`config.mk`:
```
export PLATFORM = sky130hd
export DESIGN_NAME = multicycle_ctrl
export DESIGN_NICKNAME = d
export VERILOG_FILES = /design/src/rtl/multicycle_ctrl.sv
export SDC_FILE = /design/constraint.sdc
export NUM_CORES = 1
export LEC_CHECK = 0
export CORE_AREA = 2 2 41 80
export CTS_CLUSTER_DIAMETER = 150
export DETAILED_ROUTE_END_ITERATION = 7
export DIE_AREA = 0 0 43 82
export PLACE_DENSITY_LB_ADDON = 0.15
export SYNTH_ARGS = -nofsm -noshare
export SYNTH_HDL_FRONTEND = slang
export SYNTH_SLANG_ARGS = --single-unit
```
`constraint.sdc`:
```
create_clock -name clk -period 2.15 [get_ports clk]
set_input_delay 0.5375 -clock clk [delete_from_list [all_inputs] [get_ports clk]]
set_output_delay 0.5375 -clock clk [all_outputs]
set_load 0.01 [all_outputs]
```
`src/rtl/multicycle_ctrl.sv`:
```
// multicycle_ctrl: RV32I multi-cycle control FSM sequencing fetch/decode/execute/memory/writeback
// with imem/dmem handshakes, halting on SYSTEM and trapping on illegal opcode or memory timeout.
module multicycle_ctrl #(
    parameter int INST_WIDTH     = 32,
    parameter int OPCODE         = 7,
    parameter int TIMEOUT_CYCLES = 16
) (
    input  logic                  clk,
    input  logic                  rst,
    output logic                  imem_req_o,
    input  logic                  imem_ack_i,
    input  logic [INST_WIDTH-1:0] instr_i,
    output logic                  ir_we_o,
    output logic                  dmem_req_o,
    output logic                  dmem_we_o,
    input  logic                  dmem_ack_i,
    input  logic                  branch_taken_i,
    output logic                  pc_we_o,
    output logic                  pc_sel_o,
    output logic                  rf_we_o,
    output logic                  alu_src_imm_o,
    output logic [1:0]            wb_sel_o,
    output logic [2:0]            state_o,
    output logic                  halted_o,
    output logic                  trap_o
);
    typedef enum logic [2:0] {IDLE, FETCH, DECODE, EXECUTE, MEMORY, WRITEBACK, HALT, TRAP} state_e;

    localparam logic [OPCODE-1:0] OP_LOAD   = 7'b0000011;
    localparam logic [OPCODE-1:0] OP_STORE  = 7'b0100011;
    localparam logic [OPCODE-1:0] OP_OPIMM  = 7'b0010011;
    localparam logic [OPCODE-1:0] OP_OP     = 7'b0110011;
    localparam logic [OPCODE-1:0] OP_LUI    = 7'b0110111;
    localparam logic [OPCODE-1:0] OP_AUIPC  = 7'b0010111;
    localparam logic [OPCODE-1:0] OP_JAL    = 7'b1101111;
    localparam logic [OPCODE-1:0] OP_JALR   = 7'b1100111;
    localparam logic [OPCODE-1:0] OP_BRANCH = 7'b1100011;
    localparam logic [OPCODE-1:0] OP_FENCE  = 7'b0001111;
    localparam logic [OPCODE-1:0] OP_SYSTEM = 7'b1110011;
    localparam logic [7:0]        LIMIT     = 8'(TIMEOUT_CYCLES - 1);

    state_e            state_q, state_d;
    logic [OPCODE-1:0] opc_q, opc_d;
    logic [7:0]        cnt_q, cnt_d;
    logic              unused_instr;

    assign unused_instr = ^instr_i[INST_WIDTH-1:OPCODE];

    wire is_load   = opc_q == OP_LOAD;
    wire is_store  = opc_q == OP_STORE;
    wire is_branch = opc_q == OP_BRANCH;
    wire is_fence  = opc_q == OP_FENCE;
    wire is_system = opc_q == OP_SYSTEM;
    wire is_jump   = opc_q == OP_JAL || opc_q == OP_JALR;
    wire legal     = is_load || is_store || is_branch || is_fence || is_system || is_jump ||
                     opc_q == OP_OPIMM || opc_q == OP_OP || opc_q == OP_LUI || opc_q == OP_AUIPC;
    wire imm_op    = is_load || is_store || opc_q == OP_OPIMM || opc_q == OP_JALR ||
                     opc_q == OP_LUI || opc_q == OP_AUIPC;
    wire expired   = cnt_q == LIMIT;

    always_ff @(posedge clk or posedge rst) begin
        if (rst) begin
            state_q <= IDLE;
            opc_q   <= '0;
            cnt_q   <= '0;
        end else begin
            state_q <= state_d;
            opc_q   <= opc_d;
            cnt_q   <= cnt_d;
        end
    end

    always_comb begin
        state_d       = state_q;
        opc_d         = opc_q;
        imem_req_o    = 1'b0;
        ir_we_o       = 1'b0;
        dmem_req_o    = 1'b0;
        dmem_we_o     = 1'b0;
        pc_we_o       = 1'b0;
        pc_sel_o      = 1'b0;
        rf_we_o       = 1'b0;
        wb_sel_o      = 2'b00;
        halted_o      = 1'b0;
        trap_o        = 1'b0;
        alu_src_imm_o = imm_op && (state_q inside {DECODE, EXECUTE, MEMORY, WRITEBACK});
        case (state_q)
            IDLE: state_d = FETCH;
            FETCH: begin
                imem_req_o = 1'b1;
                if (imem_ack_i) begin
                    ir_we_o = 1'b1;
                    opc_d   = instr_i[OPCODE-1:0];
                    state_d = DECODE;
                end else if (expired) state_d = TRAP;
            end
            DECODE: state_d = legal ? EXECUTE : TRAP;
            EXECUTE: begin
                pc_we_o  = is_branch || is_fence;
                pc_sel_o = is_branch && branch_taken_i;
                state_d  = (is_load || is_store) ? MEMORY :
                           (is_branch || is_fence) ? FETCH :
                           is_system ? HALT : WRITEBACK;
            end
            MEMORY: begin
                dmem_req_o = 1'b1;
                dmem_we_o  = is_store;
                if (dmem_ack_i) begin
                    pc_we_o = is_store;
                    state_d = is_store ? FETCH : WRITEBACK;
                end else if (expired) state_d = TRAP;
            end
            WRITEBACK: begin
                rf_we_o  = 1'b1;
                pc_we_o  = 1'b1;
                pc_sel_o = is_jump;
                wb_sel_o = is_load ? 2'b01 : is_jump ? 2'b10 : 2'b00;
                state_d  = FETCH;
            end
            HALT: halted_o = 1'b1;
            TRAP: trap_o = 1'b1;
        endcase
        // Counter runs only while waiting in a handshake state; any transition clears it.
        cnt_d = (state_d == state_q && (state_q == FETCH || state_q == MEMORY)) ? cnt_q + 8'd1 : 8'd0;
    end

    assign state_o = state_q;
endmodule

```
==> metrics.log, run 1 <==
INFO  metric worst_hold_path_type = flop to flop
INFO  metric syn_nets = 153
INFO  metric cts_made_buffers = 3
INFO  metric drcViolationCount = 0
INFO  metric overflow = 0
INFO  metric post_synth_edffs = 0
INFO  metric run_status = finished with violations
INFO  metric worstMarginPinSlew = between 0.6 and 0.7 ns
INFO  metric cell_count_after_synthesis = approximately 120
INFO  metric initial_utilization = 0.383
INFO  metric insertion_delay_to_the_later_sink_of_the_worst_skew_pair = 0.25 ns
INFO  metric synthArstFlopShare = 1.00
INFO  metric avgRoutedWirePerCell = 14.6 microns
INFO  metric path_cells = nand4bb_1 > o41a_1 > a221oi_2 > a21o_1 > buf_2
INFO  metric grt_pass1_vias = about 1.2k
INFO  metric finalSetupViolations = 1
INFO  metric critPathRequiredTime = between 1.5 and 2 ns
INFO  metric detailedPlacementHpwl = 2.48 mm
INFO  metric initial_antenna_violation_count = 0
INFO  metric grt_use_met2 = 0.389
INFO  metric maxSlewViolCount = 0
INFO  metric synth_common_cells = 18 x dfrtp_1, 8 x nand2_1, 8 x nor2_1, 6 x mux2_1, 6 x nor2_2
INFO  metric endpoint_kind = output pin
INFO  metric antenna-diode-count = 0
INFO  metric drive_gt1_frac = 0.418
INFO  metric critical_path.startpoint = opc_q[3]
INFO  metric pwr_density_cell = 367 nW/um^2
INFO  metric worst_path_max_delay_cell = o41a_1
INFO  metric crit_buf_inv = 1
INFO  metric dpl.cell_count = 200
INFO  metric first_iter_violations = 4
INFO  metric violations_in_the_final_reports = negative setup slack
INFO  metric dr_total_vias = 1063
INFO  metric cts_max_path_buffers = 2
INFO  metric achievable-frequency = 429 MHz
INFO  metric reg2reg_from = state_o[2]
INFO  metric yosys_most_used_dff = dfrtp_1
INFO  metric yosys_register_bits = 18
INFO  metric slew_headroom = 0.536
INFO  metric ctsHtreeMaxLevel = 1
INFO  metric holdCritStartpoint = cnt_q[0]
INFO  metric hold_slack = 0.536 ns
INFO  metric final_period_minus_worst_setup_slack = 2.33 ns
INFO  metric die_w = ~43 microns
INFO  metric nFillCells = 269
INFO  metric place_congestion = between 0.7 and 0.8
INFO  metric grt_max_degree = 19
INFO  metric firstDrtPassIters = 4
INFO  metric finalHoldViolations = 0
INFO  metric power.static_leakage = 0.000804 uW
INFO  metric ioPinCount = 52
INFO  metric tritoncts = built
INFO  metric core_region_area = 2940 sq um
INFO  metric detail-route-antenna-nets = 0
INFO  metric port_buffers = 26
INFO  metric setup.worst_path.class = flop to output pin
INFO  metric clk_pin_slew = 0.07 ns
INFO  metric timing.clock.skew = 0.000874 ns
INFO  metric max_cap_violations = 0
INFO  metric fraction_of_the_yosys_area_taken_by_sequential_cells = 0.400
INFO  metric dieHeight = between 80 and 90 microns
INFO  metric rows = 28
INFO  metric netlist_area_pre_place = 1130 sq um
INFO  metric layout_net_count = 216
INFO  metric setup.worst_path.start_class = flop
INFO  metric routed_wirelength = 3.02 mm
INFO  metric grtUsageMet1 = 0.189
INFO  metric path_max_fanout = 2
INFO  metric yosys_warnings = 0
INFO  metric via_per_inst = 5.14
INFO  metric most_frequent_cell_after_synthesis = dfrtp_1
INFO  metric avgSynthCellArea = ~10 sq um
INFO  metric setup_ws = -0.179 ns
INFO  metric grt_pass1_wl = 5.23 mm
INFO  metric worst_ep_arrival_time = 1.79 ns
INFO  metric rsz0062_at_grt = yes
INFO  metric worst_path_dominant_cell_family = compound AO/OA/AOI/OAI gates
INFO  metric global_route_hottest_layer = met2
INFO  metric numClockSinks = 18
INFO  metric cts_root_buffer = clkbuf_8
INFO  metric area_growth_synth_to_finish = 55.8%
INFO  metric cp_slowest_stage_delay = 0.46 ns
INFO  metric netlist-cell-type-count = 46
INFO  metric grtUsageMet3 = 0.0176
INFO  metric synthDominantCellAreaShare = 0.400
INFO  metric full_die_area = between 3000 and 4000 sq um
INFO  metric power.ir.vdd_worst = 0.000357 V
INFO  metric synth_top_cells_by_area = dfrtp_1 40%, mux2_1 6.0%, xnor2_1 3.9%, nor2_2 3.3%, nand2_1 2.7%
INFO  metric final.period_utilization = 1.08
INFO  metric grt.total_usage = 0.200
INFO  metric synth_largest_area_cell = dfrtp_1
INFO  metric instances_no_fill = 207
==> cell usage in the layout, fill, tap and decap left out, types with 2 or more instances in the layout <==
| cell | n |
|---|---|
| o21ai_0 | 3 |
| nand2_1 | 8 |
| mux2_1 | 6 |
| dlymetal6s2s_1 | 2 |
| a21oi_1 | 4 |
| nor3b_2 | 3 |
| dfrtp_2 | 2 |
| nor2_1 | 8 |
| clkbuf_8 | 4 |
| buf_2 | 3 |
| inv_2 | 2 |
| buf_4 | 38 |
| xnor2_1 | 5 |
| dfrtp_1 | 16 |
| xor2_1 | 2 |
| clkbuf_2 | 3 |
| nand3_1 | 2 |
| clkdlybuf4s50_1 | 13 |
| nor2_2 | 6 |
| o21ai_1 | 3 |
| dlygate4sd2_1 | 4 |
| nor3_1 | 3 |
| inv_1 | 2 |
| nand2b_1 | 2 |
| and3_1 | 3 |
==> flip-flops by register name, summed over array words and instances, names as in the netlist <==
register / flops
state_o: 3
opc_q: 7
cnt_q: 8
==> through the flow <==
step	power [uW]	cell area (sq um)	worst slack [ns]	TNS (ns)	util
after floorplan	351	1130	0.251	0	-
after global placement	375	1650	-0.572	-1.23	0.560
after detailed placement	376	1650	-0.563	-1.35	0.560
after CTS	648	1760	-0.203	-0.203	0.597
after global routing	669	1750	-0.299	-0.338	0.596
final	644	1750	-0.179	-0.179	0.596
==> path summary, 6_finish.rpt <==
kind,endpoint,slack [ns],cells past startpoint
setup / recovery,pc_we_o,-0.18,5
hold / removal,cnt_q[0],0.54,2
setup reg to reg,opc_q[0],0.51,6
hold reg to reg,cnt_q[0],0.54,2
max in group asynchronous,state_o[1],0.98,2
min in group asynchronous,opc_q[5],0.69,2
==> power by group <==
part           leakage (uW)  switching (uW)  total [uW]  internal (uW)
combinational      0.000545            11.2        29.5           18.3
clock             0.0000288             113         276            163
sequential         0.000230               0         338            338
total              0.000804             124         644            519
==> layout make-up <==
class                           count  area [sq um]  share of cell area
Clock buffer                        4          55.1              0.0314
Inverter                            4          15.0             0.00856
Multi-Input combinational cell     87           677               0.386
Sequential cell                    18           453               0.258
Tap cell                           30          37.5              0.0214
Timing Repair Buffer               64           517               0.295
==> layer usage <==
layer,part of all wire,vias up
li1,-,534
met5,0,-
met4,0.035,0
met3,0.025,11
met2,0.60,22
met1,0.34,496
==> worst reg2reg max path, delay by kind of cell, from the launching register on <==
family                 cells  cell delay, ns
buffers and inverters      3            0.46
AND/OR/NAND/NOR            2            0.31
flip-flops                 1            0.42
multiplexers               1            0.34
==> repair_timing <==
action	CTS	global route
resized for setup	32	11
setup buffers	3	0
hold buffers	0	0
endpoints found under the setup margin	10	9
pin swaps	4	4
==> kinds of logic after synthesis <==
group	synth area share
xor+xnor	0.0544
mux	0.0600
buf+inv	0.0489
fa+ha+maj	0.0111
simple gates	0.280
compound gates	0.146
flops	0.400
(Power assumes the default switching activity.)
==> run 2: changes to the inputs <==
CELL_PAD_IN_SITES_DETAIL_PLACEMENT = 1   (was not set)
CELL_PAD_IN_SITES_GLOBAL_PLACEMENT = 2   (was not set)
CORE_AREA = 2 2 53 104   (was 2 2 41 80)
DIE_AREA = 0 0 55 106   (was 0 0 43 82)
clock period = 2.5 ns   (was 2.15 ns; I/O delays follow)
==> run 2 against run 1 <==
  * The flow now finishes without violations
  * Die area rose by 65%
  * Utilization decreased by 26 points
  * Worst hold slack worse by 0.0050 ns
  * Cell count grew 8.7%
  * Sequential power is 14% lower
  * Critical path depth unchanged
  * Highest routed layer unchanged
==> metrics.log, run 2 (synthesis results as in run 1) <==
INFO  metric place_congestion = 0.708 (-9.4%)
INFO  metric cts_root_buffer = clkbuf_8
INFO  metric post_place_instance_area = 1610 sq um (-2.4%)
INFO  metric grt_max_degree = 19 (unchanged)
INFO  metric layout_commonest_cell = buf_4
INFO  metric numClockSinks = 18 (unchanged)
INFO  metric grt.total_usage = 0.136 (-0.0635)
INFO  metric tritoncts = built
INFO  metric dieHeight = 106 microns (+29%)
INFO  metric run_status = completed
INFO  metric first_iter_violations = 22 (+18)
INFO  metric cts_made_buffers = 3 (unchanged)
INFO  metric grt_pass1_wl = 5.60 mm (+7.0%)
INFO  metric ioPinCount = 52 (unchanged)
INFO  metric ctsHtreeMaxLevel = 1 (unchanged)
INFO  metric r2r_end = opc_q[1]
INFO  metric insertion_delay_to_the_later_sink_of_the_worst_skew_pair = 0.25 ns (about the same)
INFO  metric hold_end = cnt_q[0]
INFO  metric area_growth_synth_to_finish = 54.0%
INFO  metric drcViolationCount = 0 (unchanged)
INFO  metric power.static_leakage = 0.000773 uW (-3.9%)
INFO  metric holdBufCountCts = 0 (unchanged)
INFO  metric power.ir.vdd_worst = 0.000323 V (-9.7%)
INFO  metric worstMarginPinSlew = 0.716 ns (+0.0207 ns)
INFO  metric holdCritStartpoint = cnt_q[0]
INFO  metric finalSetupViolations = 0 (-1)
INFO  metric via_per_inst = 4.69 (-8.6%)
INFO  metric timing.clock.skew = 0.00411 ns (+0.00323 ns)
INFO  metric nFillCells = 601 (+120%)
INFO  metric clk_pin_slew = 0.07 ns (about the same)
INFO  metric overflow = 0 (unchanged)
INFO  metric grt_pass1_vias = 1134 (-4.5%)
INFO  metric initial_utilization = 0.221 (-0.162)
INFO  metric rsz0062_at_grt = no
INFO  metric dr_total_vias = 1056 (-0.66%)
INFO  metric hold_slack = 0.531 ns (-0.00497 ns)
INFO  metric min_delay_path_depth = 2 (unchanged)
INFO  metric firstDrtPassIters = 4 (unchanged)
INFO  metric worst_hold_path_type = flop to flop
INFO  metric full_die_area = 5830 sq um (+65%)
INFO  metric slew_headroom = 0.522 (-0.0138)
INFO  metric setup.worst_path.class = input port to output pin
INFO  metric initial_antenna_violation_count = 0 (unchanged)
INFO  metric final.period_utilization = 0.960
INFO  metric detail-route-antenna-nets = 0 (unchanged)
INFO  metric cts_max_path_buffers = 2 (unchanged)
INFO  metric setup_total_negative_slack = 0 ns (+0.179 ns)
INFO  metric setup.worst_path.start_class = input port
INFO  metric core_region_area = 5090 sq um (+73%)
INFO  metric critPathRequiredTime = 1.88 ns (+0.27 ns)
INFO  metric final_period_minus_worst_setup_slack = 2.40 ns
INFO  metric worst_ep_arrival_time = 1.78 ns (about the same)
INFO  metric layout_net_count = 206 (-4.6%)
INFO  metric avgRoutedWirePerCell = 15.2 microns (+4.3%)
INFO  metric achievable-frequency = approximately 420 MHz
INFO  metric reg2reg_from = state_o[0]
INFO  metric postLayoutCellArea = 1730 sq um (-1.1%)
INFO  metric port_buffers = 26 (unchanged)
INFO  metric registers.top_by_ff_count = cnt_q
INFO  metric routed_wirelength = 3.42 mm (+13%)
INFO  metric critical_path.startpoint = dmem_ack_i
INFO  metric antenna-diode-count = 0 (unchanged)
INFO  metric pwr_density_cell = 320 nW/um^2 (-13%)
INFO  metric detailedPlacementHpwl = 2.83 mm (+14%)
INFO  metric r2r_setup_slack = 0.76 ns (+0.25 ns)
INFO  metric endpoint_kind = output pin
INFO  metric die_w = 55 microns (+28%)
INFO  metric finalHoldViolations = 0 (unchanged)
INFO  metric drive_gt1_frac = 0.347 (-0.0708)
INFO  metric maxSlewViolCount = 0 (unchanged)
INFO  metric rows = 37 (+32%)
INFO  metric path_max_fanout = 2 (unchanged)
INFO  metric max_cap_violations = 0 (unchanged)
INFO  metric r2r.worst_path.cells = 5 (-1)
INFO  metric layout.cells.most_common_list = 28 x buf_4, 19 x clkdlybuf4s50_1, 16 x dfrtp_1, 8 x nand2_1, 8 x nor2_1
INFO  metric flip_flop_count_of_the_largest_register_after_layout = 8 (unchanged)
INFO  metric finish.utilization = 0.341 (-0.256)
[run 2: where the power goes]
group          switching (uW)  internal, uW
logic                    10.4          17.3
clock network            97.0           140
registers                   0           291
[run 2: layout make-up]
type | instances | area [sq um] | share of cell area
inverter | 4 | 15.0 | 0.00866
tap | 58 | 72.6 | 0.0418
sequential | 18 | 453 | 0.261
timing repair buffer | 54 | 465 | 0.268
clock buffer | 4 | 55.1 | 0.0317
multi-input combinational | 87 | 673 | 0.388
[run 2: stage by stage]
step | instances | power (uW) | setup slack [ns]
floorplan | 115 | 301 | 0.513
global placement | 218 | 325 | -0.350
detailed placement | 218 | 325 | -0.345
CTS | 224 | 567 | -0.0427
global route | 225 | 578 | 0.00356
finish | 225 | 556 | 0.0999
[run 2: worst max path at each step]
| stage | endpoint | depth (start not counted) | slack [ns] |
|---|---|---|---|
| after floorplan | pc_we_o | 5 | 0.51 |
| after global placement | pc_we_o | 5 | -0.35 |
| after detailed placement | pc_we_o | 5 | -0.35 |
| after CTS | wb_sel_o[0] | 5 | -0.04 |
| after global routing | pc_we_o | 5 | 0.004 |
| final | pc_we_o | 5 | 0.1 |
[run 2: what timing repair did]
action                     CTS  global route
setup endpoints to repair    8             3
resized for setup           14             7
buffers inserted             2             1
pin swaps                    3             2
hold endpoints to repair     0             0
gates cloned                 0             0
[run 2: layer usage]
metal  vias up  track usage  wire (microns)
met1       515        0.135            1170
met3         5       0.0126             102
li1        518            -               -
met2        18        0.264            2090
met4         0       0.0523              57
met5         -            0               0
[run 2: worst max-delay path, stage by stage]
cell	delay, ns
clkdlybuf4s50_1	0.50
o21ai_2	0.07
a221oi_2	0.31
a21o_1	0.16
buf_2	0.12
==> edit, RTL diff (settings of run 1) <==
Reset style: synchronous (`rst`), changed in one clocked block.
--- a/src/rtl/multicycle_ctrl.sv
+++ b/src/rtl/multicycle_ctrl.sv
@@ -58,7 +58,7 @@
                      opc_q == OP_LUI || opc_q == OP_AUIPC;
     wire expired   = cnt_q == LIMIT;
 
-    always_ff @(posedge clk or posedge rst) begin
+    always_ff @(posedge clk) begin
         if (rst) begin
             state_q <= IDLE;
             opc_q   <= '0;
Formal check against the unedited RTL: differs if rst is asserted again (counterexample within 4 cycles, from zero or initial values and one cycle with rst high); with rst held inactive, the same outputs for 10 cycles.
==> edit against run 1 <==
Non-clock buffer count down 9; worst setup slack better by 0.24 ns; global-route usage fell by 3.2 points; final area is 7.5% lower; clock skew up 0.00061 ns; area after synthesis is 4.4% lower; largest cell class unchanged; via count up 5.5%; critical endpoint is now dmem_we_o; wire length is 7.6% lower; die area unchanged; sequential cell count is the same.
Power is not compared: it rests on default switching activity, and its combinational part moved more than twofold at a synthesized area within 25%.
==> edit: results (changes against run 1) <==
- Outcome: complete, no violations (was finished, violations left)
- Iteration-0 DRC Markers: 11 (was 4)
- P_comb: 161 uW
- Vias: 1121 (was 1063)
- Synth cell types: 41 (was 46)
- Max FFs per register: 8 (unchanged)
- H-tree depth: 1 (unchanged)
- Clock Power Share: 30.1%
- Drt pass-1 iters: 4 (unchanged)
- Sequential element share of the synthesized area: 33.49% (was 40.00%)
- Mapped Nets: 173 (was 153)
- First-pass GRT wire length: 4588 um (was 5230 um)
- Synth top cells by count: nand2_1, dfxtp_1, nor2_1 (was dfrtp_1, nand2_1, nor2_1)
- Layout cells sized above 1: 34.41% (was 41.81%)
- Largest net degree at the start of global routing: 11 (was 19)
- Setup Skew: 0.001483 ns (was 0.0008740 ns)
- CP delay by family, top: simple AND/OR/NAND/NOR gates (was compound AO/OA/AOI/OAI gates)
- Ys async rst share: 0% (was 100.0%)
- Slowest cell on crit path: and4bb_4 (was o41a_1)
- Maximum fanout along the worst path: 6 (was 2)
- Yosys synthesis warning count: 0 (unchanged)
- Worst-margin pin slew: 0.3106 ns (was 0.6950 ns)
- Final nets: 226 (was 216)
- P&R area growth vs syn: 50.81% (was 55.78%)
- Worst hold path class: register to register (unchanged)
- Final wirelength: 2786 um (was 3015 um)
- RD Place Congestion: 0.8298 (was 0.7809)
- CTS Buffer Depth: 2 (unchanged)
- Tot GR Track Use: 16.80% (was 19.96%)
- Synth top area cells: dfxtp_1, nand2_1, nor2_1 (was dfrtp_1, mux2_1, xnor2_1)
- DPL Wire Length: 2205 um (was 2475 um)
- CP peak stage delay: 0.35 ns (was 0.46 ns)
[edit: cell count changes after synthesis, sizes merged, moves of 5 or more]
cell          run 1  this run
mux2              6         0
dfxtp             0        18
nand3             3         8
dfrtp            18         0
nand2             8        21
nor2             15        21
[edit: what timing repair did]
action / 4_1_cts / 5_1_grt
endpoints found under the setup margin: 11 / 6
gates resized for setup: 27 / 12
pin swaps: 6 / 3
hold buffers: 0 / 0
endpoints found under the hold margin: 0 / 0
buffers inserted: 2 / 0
[edit: layout make-up]
cell class	count	area [sq um]
tap	30	37.54
clock buffer	3	41.29
inverter	5	21.27
multi-input combinational	105	691.9
sequential	18	369.1
timing repair buffer	55	461.7
fill	303	1320
[edit: routing by layer]
layer  global-route usage, %  wire length, um  vias to the layer above
met2                   33.79             1561                       30
met1                   16.38             1030                      505
met4                   6.970               76                        0
li1                        -                -                      575
met3                   2.198              118                       11
met5                       0                0                        -
[edit: worst paths after layout]
path	slack (ns)	startpoint	end	cells past startpoint
setup / recovery	0.06	opc_q[3]	dmem_we_o	5
hold / removal	0.46	cnt_q[0]	cnt_q[0]	1
setup reg to reg	0.48	state_o[2]	cnt_q[6]	9
hold reg to reg	0.46	cnt_q[0]	cnt_q[0]	1
[edit: through the flow]
stage          cells  setup WS (ns)  area [sq um]
4_1_cts          216        0.02524          1593
2_1_floorplan    135         0.2518          1076
5_1_grt          216       0.005439          1623
3_5_place_dp     211        -0.3533          1531
6_report         216        0.05891          1623
3_3_place_gp     211        -0.3416          1531
[edit: cells by family after synthesis]
family,share of synthesized area [%]
fa+ha+maj,1.163
buf+inv,6.162
compound gates,14.65
simple gates,39.65
xor+xnor,4.884
flops,33.49
